<file path="src/rtl/mif_pkg.sv">
// mif_pkg: shared types and default widths for the mif_arbiter block.
//   mif_state_t : controller states (IDLE, REQ, DONE)
//   mif_op_t    : operation latched at grant time (MIF_LOAD, MIF_STORE)
//   MIF_*       : default parameter values for channel count and widths
//   mif_idx_w() : width of a channel index, never below one bit
package mif_pkg;

  localparam int MIF_NUM_CH      = 2;
  localparam int MIF_ADDR_W      = 14;
  localparam int MIF_DATA_W      = 16;
  localparam int MIF_TIMEOUT_CYC = 64;

  typedef enum logic [1:0] {
    IDLE = 2'd0,
    REQ  = 2'd1,
    DONE = 2'd2
  } mif_state_t;

  typedef enum logic {
    MIF_LOAD  = 1'b0,
    MIF_STORE = 1'b1
  } mif_op_t;

  function automatic int mif_idx_w(input int n);
    return (n > 1) ? $clog2(n) : 1;
  endfunction

endpackage

</file>
<file path="src/rtl/mif_arbiter_rr_arbiter.sv">
// rr_arbiter: combinational round-robin picker.
//   req     in  NUM_CH  request vector
//   last    in  IDX_W   index of the most recently served channel
//   gnt     out NUM_CH  one-hot grant (all zero when nothing requests)
//   gnt_idx out IDX_W   index of the granted channel
// The search starts at last+1 and wraps, so the channel just served has
// lowest priority on the next pick.
module rr_arbiter
  import mif_pkg::*;
#(
  parameter int NUM_CH = MIF_NUM_CH,
  parameter int IDX_W  = mif_idx_w(NUM_CH)
) (
  input  logic [NUM_CH-1:0] req,
  input  logic [IDX_W-1:0]  last,
  output logic [NUM_CH-1:0] gnt,
  output logic [IDX_W-1:0]  gnt_idx
);

  logic             found_hi;
  logic             found_lo;
  logic [IDX_W-1:0] idx_hi;
  logic [IDX_W-1:0] idx_lo;

  // Two candidates: the lowest requester above last (no wrap needed) and
  // the lowest requester overall (the wrapped choice). Scanning downward
  // lets the final assignment hold the lowest index.
  always_comb begin
    found_hi = 1'b0;
    found_lo = 1'b0;
    idx_hi   = '0;
    idx_lo   = '0;
    for (int i = NUM_CH - 1; i >= 0; i--) begin
      if (req[i]) begin
        found_lo = 1'b1;
        idx_lo   = IDX_W'(i);
        if (i > int'(last)) begin
          found_hi = 1'b1;
          idx_hi   = IDX_W'(i);
        end
      end
    end
    gnt_idx = found_hi ? idx_hi : idx_lo;
    gnt     = '0;
    for (int i = 0; i < NUM_CH; i++) begin
      gnt[i] = found_lo && (gnt_idx == IDX_W'(i));
    end
  end

endmodule

</file>
<file path="src/rtl/mif_arbiter.sv">
// mif_arbiter: shares one single-port SRAM among NUM_CH requesters.
// Optional feature macro: MIF_TIMEOUT_EN (REQ gives up after TIMEOUT_CYC
// cycles without mem_resp and flags err together with mem_done).
// Ports:
//   clk, reset_n            clock, asynchronous active-low reset
//   store/load [NUM_CH]     per-channel level requests (store wins if both)
//   addr, wdata             per-channel packed address / store data
//   mem_done [NUM_CH]       one-cycle completion pulse for the served channel
//   rdata                   last load data, updated only when a load completes
//   err [NUM_CH]            timeout flag, coincident with mem_done
//   read_req, write_req     SRAM request, held through REQ
//   addrout, datatomem      SRAM address / write data, valid during REQ
//   datafrommem, mem_resp   SRAM read data / access complete
//   fsm_state               controller state (mif_state_t encoding) for debug
// Handshake: a requester holds store/load/addr/wdata stable until it samples
// mem_done high and drops the request on that edge; the SRAM side sees
// read_req/write_req held until mem_resp is sampled high in REQ, and
// mem_resp is ignored in every other state.
module mif_arbiter
  import mif_pkg::*;
#(
  parameter int NUM_CH      = MIF_NUM_CH,
  parameter int ADDR_W      = MIF_ADDR_W,
  parameter int DATA_W      = MIF_DATA_W,
  parameter int TIMEOUT_CYC = MIF_TIMEOUT_CYC
) (
  input  logic                     clk,
  input  logic                     reset_n,
  input  logic [NUM_CH-1:0]        store,
  input  logic [NUM_CH-1:0]        load,
  input  logic [NUM_CH*ADDR_W-1:0] addr,
  input  logic [NUM_CH*DATA_W-1:0] wdata,
  output logic [NUM_CH-1:0]        mem_done,
  output logic [DATA_W-1:0]        rdata,
  output logic [NUM_CH-1:0]        err,
  output logic                     read_req,
  output logic                     write_req,
  output logic [ADDR_W-1:0]        addrout,
  output logic [DATA_W-1:0]        datatomem,
  input  logic [DATA_W-1:0]        datafrommem,
  input  logic                     mem_resp,
  output logic [1:0]               fsm_state
);

  localparam int IDX_W = mif_idx_w(NUM_CH);

  mif_state_t        state_q, state_d;
  mif_op_t           op_q, op_d;
  logic [IDX_W-1:0]  ch_q, ch_d;
  logic [IDX_W-1:0]  last_q, last_d;
  logic [ADDR_W-1:0] addr_q, addr_d;
  logic [DATA_W-1:0] wdata_q, wdata_d;
  logic [DATA_W-1:0] rdata_q, rdata_d;

  logic [NUM_CH-1:0] gnt_oh;
  logic [IDX_W-1:0]  gnt_idx;
  logic [ADDR_W-1:0] addr_sel;
  logic [DATA_W-1:0] wdata_sel;

`ifdef MIF_TIMEOUT_EN
  localparam int CNT_W = $clog2(TIMEOUT_CYC + 1);
  logic [CNT_W-1:0] cnt_q, cnt_d;
  logic             to_q, to_d;
`endif

  rr_arbiter #(
    .NUM_CH (NUM_CH),
    .IDX_W  (IDX_W)
  ) u_rr (
    .req     (store | load),
    .last    (last_q),
    .gnt     (gnt_oh),
    .gnt_idx (gnt_idx)
  );

  // Slice out the granted channel's address and data.
  always_comb begin
    addr_sel  = '0;
    wdata_sel = '0;
    for (int i = 0; i < NUM_CH; i++) begin
      if (gnt_oh[i]) begin
        addr_sel  = addr[i*ADDR_W +: ADDR_W];
        wdata_sel = wdata[i*DATA_W +: DATA_W];
      end
    end
  end

  always_ff @(posedge clk or negedge reset_n) begin
    if (!reset_n) begin
      state_q <= IDLE;
      op_q    <= MIF_LOAD;
      ch_q    <= '0;
      last_q  <= IDX_W'(NUM_CH - 1);
      addr_q  <= '0;
      wdata_q <= '0;
      rdata_q <= '0;
`ifdef MIF_TIMEOUT_EN
      cnt_q   <= '0;
      to_q    <= 1'b0;
`endif
    end else begin
      state_q <= state_d;
      op_q    <= op_d;
      ch_q    <= ch_d;
      last_q  <= last_d;
      addr_q  <= addr_d;
      wdata_q <= wdata_d;
      rdata_q <= rdata_d;
`ifdef MIF_TIMEOUT_EN
      cnt_q   <= cnt_d;
      to_q    <= to_d;
`endif
    end
  end

  always_comb begin
    state_d = state_q;
    op_d    = op_q;
    ch_d    = ch_q;
    last_d  = last_q;
    addr_d  = addr_q;
    wdata_d = wdata_q;
    rdata_d = rdata_q;
`ifdef MIF_TIMEOUT_EN
    cnt_d   = cnt_q;
    to_d    = to_q;
`endif
    case (state_q)
      IDLE: begin
`ifdef MIF_TIMEOUT_EN
        cnt_d = '0;
        to_d  = 1'b0;
`endif
        if (|gnt_oh) begin
          ch_d    = gnt_idx;
          // A channel raising both store and load is served as a store.
          op_d    = (|(store & gnt_oh)) ? MIF_STORE : MIF_LOAD;
          addr_d  = addr_sel;
          wdata_d = wdata_sel;
          state_d = REQ;
        end
      end
      REQ: begin
        if (mem_resp) begin
          if (op_q == MIF_LOAD) rdata_d = datafrommem;
          state_d = DONE;
        end
`ifdef MIF_TIMEOUT_EN
        // cnt_q counts completed REQ cycles; the last allowed one ends here.
        else if (cnt_q == CNT_W'(TIMEOUT_CYC - 1)) begin
          to_d    = 1'b1;
          state_d = DONE;
        end else begin
          cnt_d = cnt_q + CNT_W'(1);
        end
`endif
      end
      DONE: begin
        last_d  = ch_q;
        state_d = IDLE;
      end
      default: state_d = IDLE;
    endcase
  end

  always_comb begin
    for (int i = 0; i < NUM_CH; i++) begin
      mem_done[i] = (state_q == DONE) && (ch_q == IDX_W'(i));
    end
  end

`ifdef MIF_TIMEOUT_EN
  assign err = to_q ? mem_done : '0;
`else
  assign err = '0;
`endif

  assign read_req  = (state_q == REQ) && (op_q == MIF_LOAD);
  assign write_req = (state_q == REQ) && (op_q == MIF_STORE);
  assign addrout   = (state_q == REQ) ? addr_q : '0;
  assign datatomem = (state_q == REQ) ? wdata_q : '0;
  assign rdata     = rdata_q;
  assign fsm_state = state_q;

endmodule
</file>
<file path="config.mk">
export PLATFORM = sky130hd
export DESIGN_NAME = mif_arbiter
export DESIGN_NICKNAME = d
export VERILOG_FILES = /design/src/rtl/mif_pkg.sv /design/src/rtl/mif_arbiter_rr_arbiter.sv /design/src/rtl/mif_arbiter.sv
export SDC_FILE = /design/constraint.sdc
export NUM_CORES = 1
export LEC_CHECK = 0
export CAP_MARGIN = 20
export CELL_PAD_IN_SITES_DETAIL_PLACEMENT = 0
export CELL_PAD_IN_SITES_GLOBAL_PLACEMENT = 1
export CORE_AREA = 4 4 91 115
export CTS_CLUSTER_SIZE = 40
export DETAILED_ROUTE_END_ITERATION = 10
export DIE_AREA = 0 0 95 119
export PLACE_DENSITY_LB_ADDON = 0.1
export SYNTH_ARGS = -nofsm -noshare
export SYNTH_HDL_FRONTEND = slang
export SYNTH_SLANG_ARGS = --single-unit
</file>
<file path="constraint.sdc">
create_clock -name clk -period 2.15 [get_ports clk]
set_input_delay 0.215 -clock clk [delete_from_list [all_inputs] [get_ports clk]]
set_output_delay 0.215 -clock clk [all_outputs]
set_load 0.02 [all_outputs]
</file>
==> metrics.yaml, run 1 <==
layout:
  drive_above_1_share: 0.0697
  nNetsFinal: 484
  area_growth_pct: 65.1
  antenna_cells: 0
power_and_ir_drop:
  p_per_area_nw_per_um2: 1350
  leakagePower_nw: 2.00
  ir_worst_vdd_v: 0.000483
  p_int_mw: 3.60
  combinationalPowerShare: 0.570
  p_total_mw: 5.94
  p_sw_frac: 0.394
  seqPwrFrac: 0.289
  p_sw_mw: 2.34
  pwr-share-clk: 0.141
synth:
  synth_top_family_by_area: "compound AO/OA/AOI/OAI gates"
  synth_area_leaders: "dfrtp_1, nand3b_1, and2_1"
  synth_xor_area_frac: 0
  synth.top_cell.area_share: 0.468
  yosys_warnings: 0
  synth_fa_ha_area_frac: 0
  synthMuxAreaShare: 0.0712
  syn_avg_cell_area_sq_um: 9.79
  synth_area_sq_um: 2670
  synthCells: 273
  synth_compound_area_frac: 0.202
  seq_area_frac_synth: 0.478
  synthSimpleGateAreaFrac: 0.190
  yosys.area.top_type: "dfrtp_1"
  synth_cell_types: 27
  synth_seq_cells: 51
routing:
  drt-pass1-iter-count: 4
  dr.first_iter.drc_count: 83
  viasPerCell: 4.76
  num_vias: 2513
  drc_errors: 0
  drt-total-wl_mm: 8.36
  antenna_left: 0
  drt-wirelength-per-cell_microns: 15.8
placed_design:
  place_ws_ns: 0.228
  hpwl_mm: 5.96
  io_buffers: 134
  routabilityCongestion: 0.715
timing:
  rsz0062_at_grt: "no"
  hold_viol: 0
  tns_ns: 0
  drv_slew: 0
  slew_headroom: 0.602
  worst_slack_ns: 0.113
  fin_worst_skew_ns: 0.00355
  finalCriticalPeriod_ns: 2.04
  setup_violations: 0
  worst_pin_slew_ns: 0.596
  fin_crit_sh: 0.947
  max_freq_mhz: 491
clocking:
  cts.sinks: 51
  cts_tree: "done"
  root_buffer: "clkbuf_16"
  h-tree-depth: 2
  cts-buffers-inserted: 5
  cts_buffer_depth: 2
  cts_setup_buffers: 0
  clkTransAtPathRegs_ns: 0.07
  insertion_delay_ns: 0.29
critical_path:
  crit_family: "buffers and inverters"
  rr_worst_depth: 4
  worst-path-max-fanout: 23
  worst-path-buf-inv: 2
  cp_cell_sequence: "nor2b_4 > buf_12 > and2_1 > clkdlybuf4s50_1"
  slowest_stage: "clkdlybuf4s50_1"
  required_ns: 1.93
  endpoint_kind: "primary output"
  worstSetupStartpointType: "flop"
  cp.arrival_ns: 1.82
  slowest_delay_ns: 0.60
  path_class: "reg2out"
  cp.depth: 4
status:
  outcome: "finished, final reports clean"
floorplanning:
  rows: 40
  die-area_sq_um: 11300
  die_w_microns: 95
  coreArea_sq_um: 9410
  ioPinCount: 137
  start_util: 0.284
  die_h_microns: 119
worst_hold_path:
  holdCritPathClass: "in2async"
grt:
  grt_pass1_vias: 2618
  antenna_found_initial: 0
  gr-usage-all-layers: 0.151
  grt_max_degree: 61
  grt_pass1_wl_mm: 13.3
  overflow: 0
run:
  max-cap-violations: 0
-- routing by layer --
| metal | part of all wire | global-route usage | up-vias | wire (microns) |
|---|---|---|---|---|
| li1 | - | - | 1227 | - |
| met1 | 0.40 | 0.171 | 1205 | 3310 |
| met2 | 0.53 | 0.273 | 74 | 4400 |
| met3 | 0.063 | 0.0366 | 7 | 526 |
| met4 | 0.013 | 0.0433 | 0 | 111 |
| met5 | 0 | 0 | - | 0 |
-- power groups by stage --
stage	Sequential (mW)	Combinational, mW	Clock, mW
after floorplan	1.88	1.76	0
after global placement	1.71	3.50	0
after detailed placement	1.73	3.51	0
after CTS	1.72	3.52	0.868
after global routing	1.79	3.70	0.908
final	1.71	3.39	0.839
-- sequential cells by signal (all words and copies together) (netlist names) --
name / cells
rdata: 16
wdata_q: 16
addr_q: 14
fsm_state: 2
ch_q: 1
last_q: 1
op_q: 1
-- area by class of cell --
type | count | area [sq um]
fill | 953 | 5000
timing repair buffer | 149 | 1550
sequential | 51 | 1280
multi-input combinational | 193 | 1270
tap | 126 | 158
clock buffer | 8 | 156
inverter | 1 | 3.75
-- synthesized netlist by cell type --
master	instances
a21bo_1	1
a21o_1	1
a21oi_1	31
a31oi_1	30
and2_1	33
and3b_1	1
buf_2	1
buf_4	2
buf_6	4
clkbuf_1	22
conb_1	1
dfrtp_1	50
dfstp_2	1
inv_1	1
mux2_1	16
mux2i_1	1
nand2_1	1
nand2b_1	3
nand3b_1	30
nor2_1	5
nor2b_1	1
nor3b_2	1
o21a_1	1
o21ai_0	31
o21ai_1	2
o31ai_1	1
or4_1	1
-- through the flow --
| stage | area [sq um] | hold WS (ns) | utilization | instances |
|---|---|---|---|---|
| floorplan | 2680 | -0.0806 | - | 274 |
| global placement | 4180 | 0.263 | 0.444 | 519 |
| detailed placement | 4180 | 0.254 | 0.444 | 519 |
| CTS | 4350 | 0.482 | 0.462 | 528 |
| global route | 4410 | 0.508 | 0.469 | 528 |
| finish | 4410 | 0.461 | 0.469 | 528 |
-- kinds of logic after synthesis --
family          Yosys count
simple gates             76
other cells               1
buf+inv                  30
flops                    51
mux                      17
compound gates           98
-- path summary, 6_finish.rpt --
| check | start | to | slack [ns] |
|---|---|---|---|
| min in group clk | rdata[4] | rdata[4] | 0.48 |
| min reg2reg | rdata[4] | rdata[4] | 0.48 |
| min | reset_n | rdata[12] | 0.46 |
| max in group asynchronous | reset_n | last_q | 1.06 |
| max reg2reg | fsm_state[1] | rdata[5] | 0.52 |
| max | fsm_state[0] | datatomem[1] | 0.11 |
-- layout by cell type, fill, tap and decap left out, types with 5 or more instances in the layout --
cell / n
a21oi_1: 31
dfrtp_1: 50
nand3b_1: 30
and2_1: 33
clkdlybuf4s50_1: 110
dlymetal6s2s_1: 23
mux2_1: 16
buf_4: 11
a31oi_1: 30
clkbuf_16: 5
o21ai_0: 31
-- timing repair --
action	4_1_cts	5_1_grt
endpoints found under the setup margin	0	28
hold endpoints to repair	24	0
hold buffers	1	0
gates resized for setup	0	24
Note: power is estimated with default switching activity, not from simulation.
==> run 2: changes to the inputs <==
--- a/config.mk
+++ b/config.mk
@@ -13,6 +13,9 @@
 export DETAILED_ROUTE_END_ITERATION = 10
 export DIE_AREA = 0 0 95 119
 export PLACE_DENSITY_LB_ADDON = 0.1
+export RECOVER_POWER = 25
+export REMOVE_ABC_BUFFERS = 1
+export SKIP_CTS_REPAIR_TIMING = 1
 export SYNTH_ARGS = -nofsm -noshare
 export SYNTH_HDL_FRONTEND = slang
 export SYNTH_SLANG_ARGS = --single-unit
==> run 2 against run 1 <==
Sequential power hardly changed. Critical path depth unchanged. Design area shrank 0.71%. Clock skew hardly changed. Sequential cell count is the same. Clock power is 10% lower. Die area is the same. Largest power group unchanged.
==> metrics.yaml, run 2 (same netlist as run 1, synthesis figures left out) <==
clocking:
  clkTransAtPathRegs_ns: 0.06
  cts_tree: "done"
  cts-buffers-inserted: 5
  h-tree-depth: 2
  root_buffer: "clkbuf_16"
  cts.sinks: 51
  insertion_delay_ns: 0.28
  cts_buffer_depth: 2
routing:
  dr.first_iter.drc_count: 28
  antenna_left: 0
  viasPerCell: 4.79
  num_vias: 2531
  drt-total-wl_mm: 8.60
  drt-wirelength-per-cell_microns: 16.3
  drt-pass1-iter-count: 6
  drc_errors: 0
layout:
  fillers: 960
  area_growth_pct: 63.9
  final_core_util: 0.465
  nNetsFinal: 484
  drive_above_1_share: 0.0647
  final_common_cell: "clkdlybuf4s50_1"
  antenna_cells: 0
  mostFrequentLayoutCells: "clkdlybuf4s50_1, dfrtp_1, and2_1"
timing:
  fin_worst_skew_ns: 0.00325
  slew_headroom: 0.0679
  hold_viol: 0
  rsz0062_at_grt: "yes"
  worst_pin_slew_ns: 1.40
  setup_violations: 0
  drv_slew: 0
  max_freq_mhz: 485
  finalCriticalPeriod_ns: 2.06
  hold_slack_ns: 0.483
  fin_crit_sh: 0.960
floorplanning:
  coreArea_sq_um: 9410
  die_w_microns: 95
  rows: 40
  ioPinCount: 137
  die-area_sq_um: 11300
  start_util: 0.284
  die_h_microns: 119
placed_design:
  hpwl_mm: 6.11
  routabilityCongestion: 0.803
  io_buffers: 134
run:
  max-cap-violations: 0
grt:
  grt_max_degree: 61
  antenna_found_initial: 0
  overflow: 0
  gr-usage-all-layers: 0.154
  grt_pass1_wl_mm: 13.7
  grt_pass1_vias: 2710
critical_path:
  worst-path-max-fanout: 14
  required_ns: 1.93
  endpoint_kind: "primary output"
  path_class: "reg2out"
  cp.arrival_ns: 1.85
  worstSetupStartpointType: "flop"
power_and_ir_drop:
  pwr-share-clk: 0.129
  p_total_mw: 5.83
  leakagePower_nw: 2.00
  seqPwrFrac: 0.292
  combinationalPowerShare: 0.578
  p_per_area_nw_per_um2: 1330
  p_sw_mw: 2.34
  p_int_mw: 3.50
  ir_worst_vdd_v: 0.000437
  p_sw_frac: 0.400
status:
  outcome: "finished, final reports clean"
worst_hold_path:
  holdCritPathClass: "reg2reg"
==> run 2: worst max-delay path, cell delays in order, from the launching register on <==
cell,delay (ns)
dfrtp_1,0.41
nor2b_2,0.21
buf_4,0.20
and2_1,0.14
clkdlybuf4s50_1,0.60
==> run 2: area by class of cell <==
class	instances	area, sq um	share of cell area
clock buffers	7	133	0.0303
repair buffers	149	1540	0.352
flip-flops and latches	51	1280	0.292
clock inverters	1	5.00	0.00114
well taps	126	158	0.0360
multi-input cells	193	1260	0.288
inverters	1	3.75	0.000857
==> run 2: path summary, 6_finish.rpt <==
check,slack (ns),start,depth (start not counted),endpoint
max,0.09,fsm_state[0],4,addrout[5]
min,0.48,rdata[1],1,rdata[1]
max reg2reg,0.58,fsm_state[1],4,rdata[15]
min reg2reg,0.48,rdata[1],1,rdata[1]
max in group asynchronous,0.54,reset_n,2,op_q
min in group asynchronous,0.79,reset_n,2,rdata[4]
==> run 2: metrics by stage <==
stage                     TNS, ns  instance area [sq um]  worst slack, ns  cells
after global routing       -0.150                   4380          -0.0366    528
final                           0                   4380           0.0868    528
after CTS                 -0.0148                   4310          -0.0148    527
after detailed placement        0                   4170            0.236    519
after floorplan            -12.48                   2530           -0.420    245
after global placement          0                   4170            0.280    519
==> run 2: power groups by stage <==
stage	registers [mW]	logic, mW	clock network (mW)
final	1.70	3.37	0.755
after global routing	1.77	3.70	0.834
after CTS	1.71	3.50	0.790
after detailed placement	1.73	3.50	0
after global placement	1.70	3.46	0
after floorplan	1.88	1.60	0
==> run 2: routing by layer <==
layer / up-vias / global-route usage / wire length, microns
li1: 1228 / - / -
met1: 1197 / 0.174 / 3510
met2: 100 / 0.283 / 4480
met3: 6 / 0.0303 / 513
met4: 0 / 0.0478 / 104
met5: - / 0 / 0
==> run 3: changes to the inputs <==
--- a/config.mk
+++ b/config.mk
@@ -12,6 +12,7 @@
 export CTS_CLUSTER_SIZE = 40
 export DETAILED_ROUTE_END_ITERATION = 10
 export DIE_AREA = 0 0 95 119
+export HOLD_SLACK_MARGIN = 0.1
 export PLACE_DENSITY_LB_ADDON = 0.1
 export RECOVER_POWER = 25
 export REMOVE_ABC_BUFFERS = 1
==> results of run 3 <==
No change in the layout: final DEF, timing and power equal those of run 2.
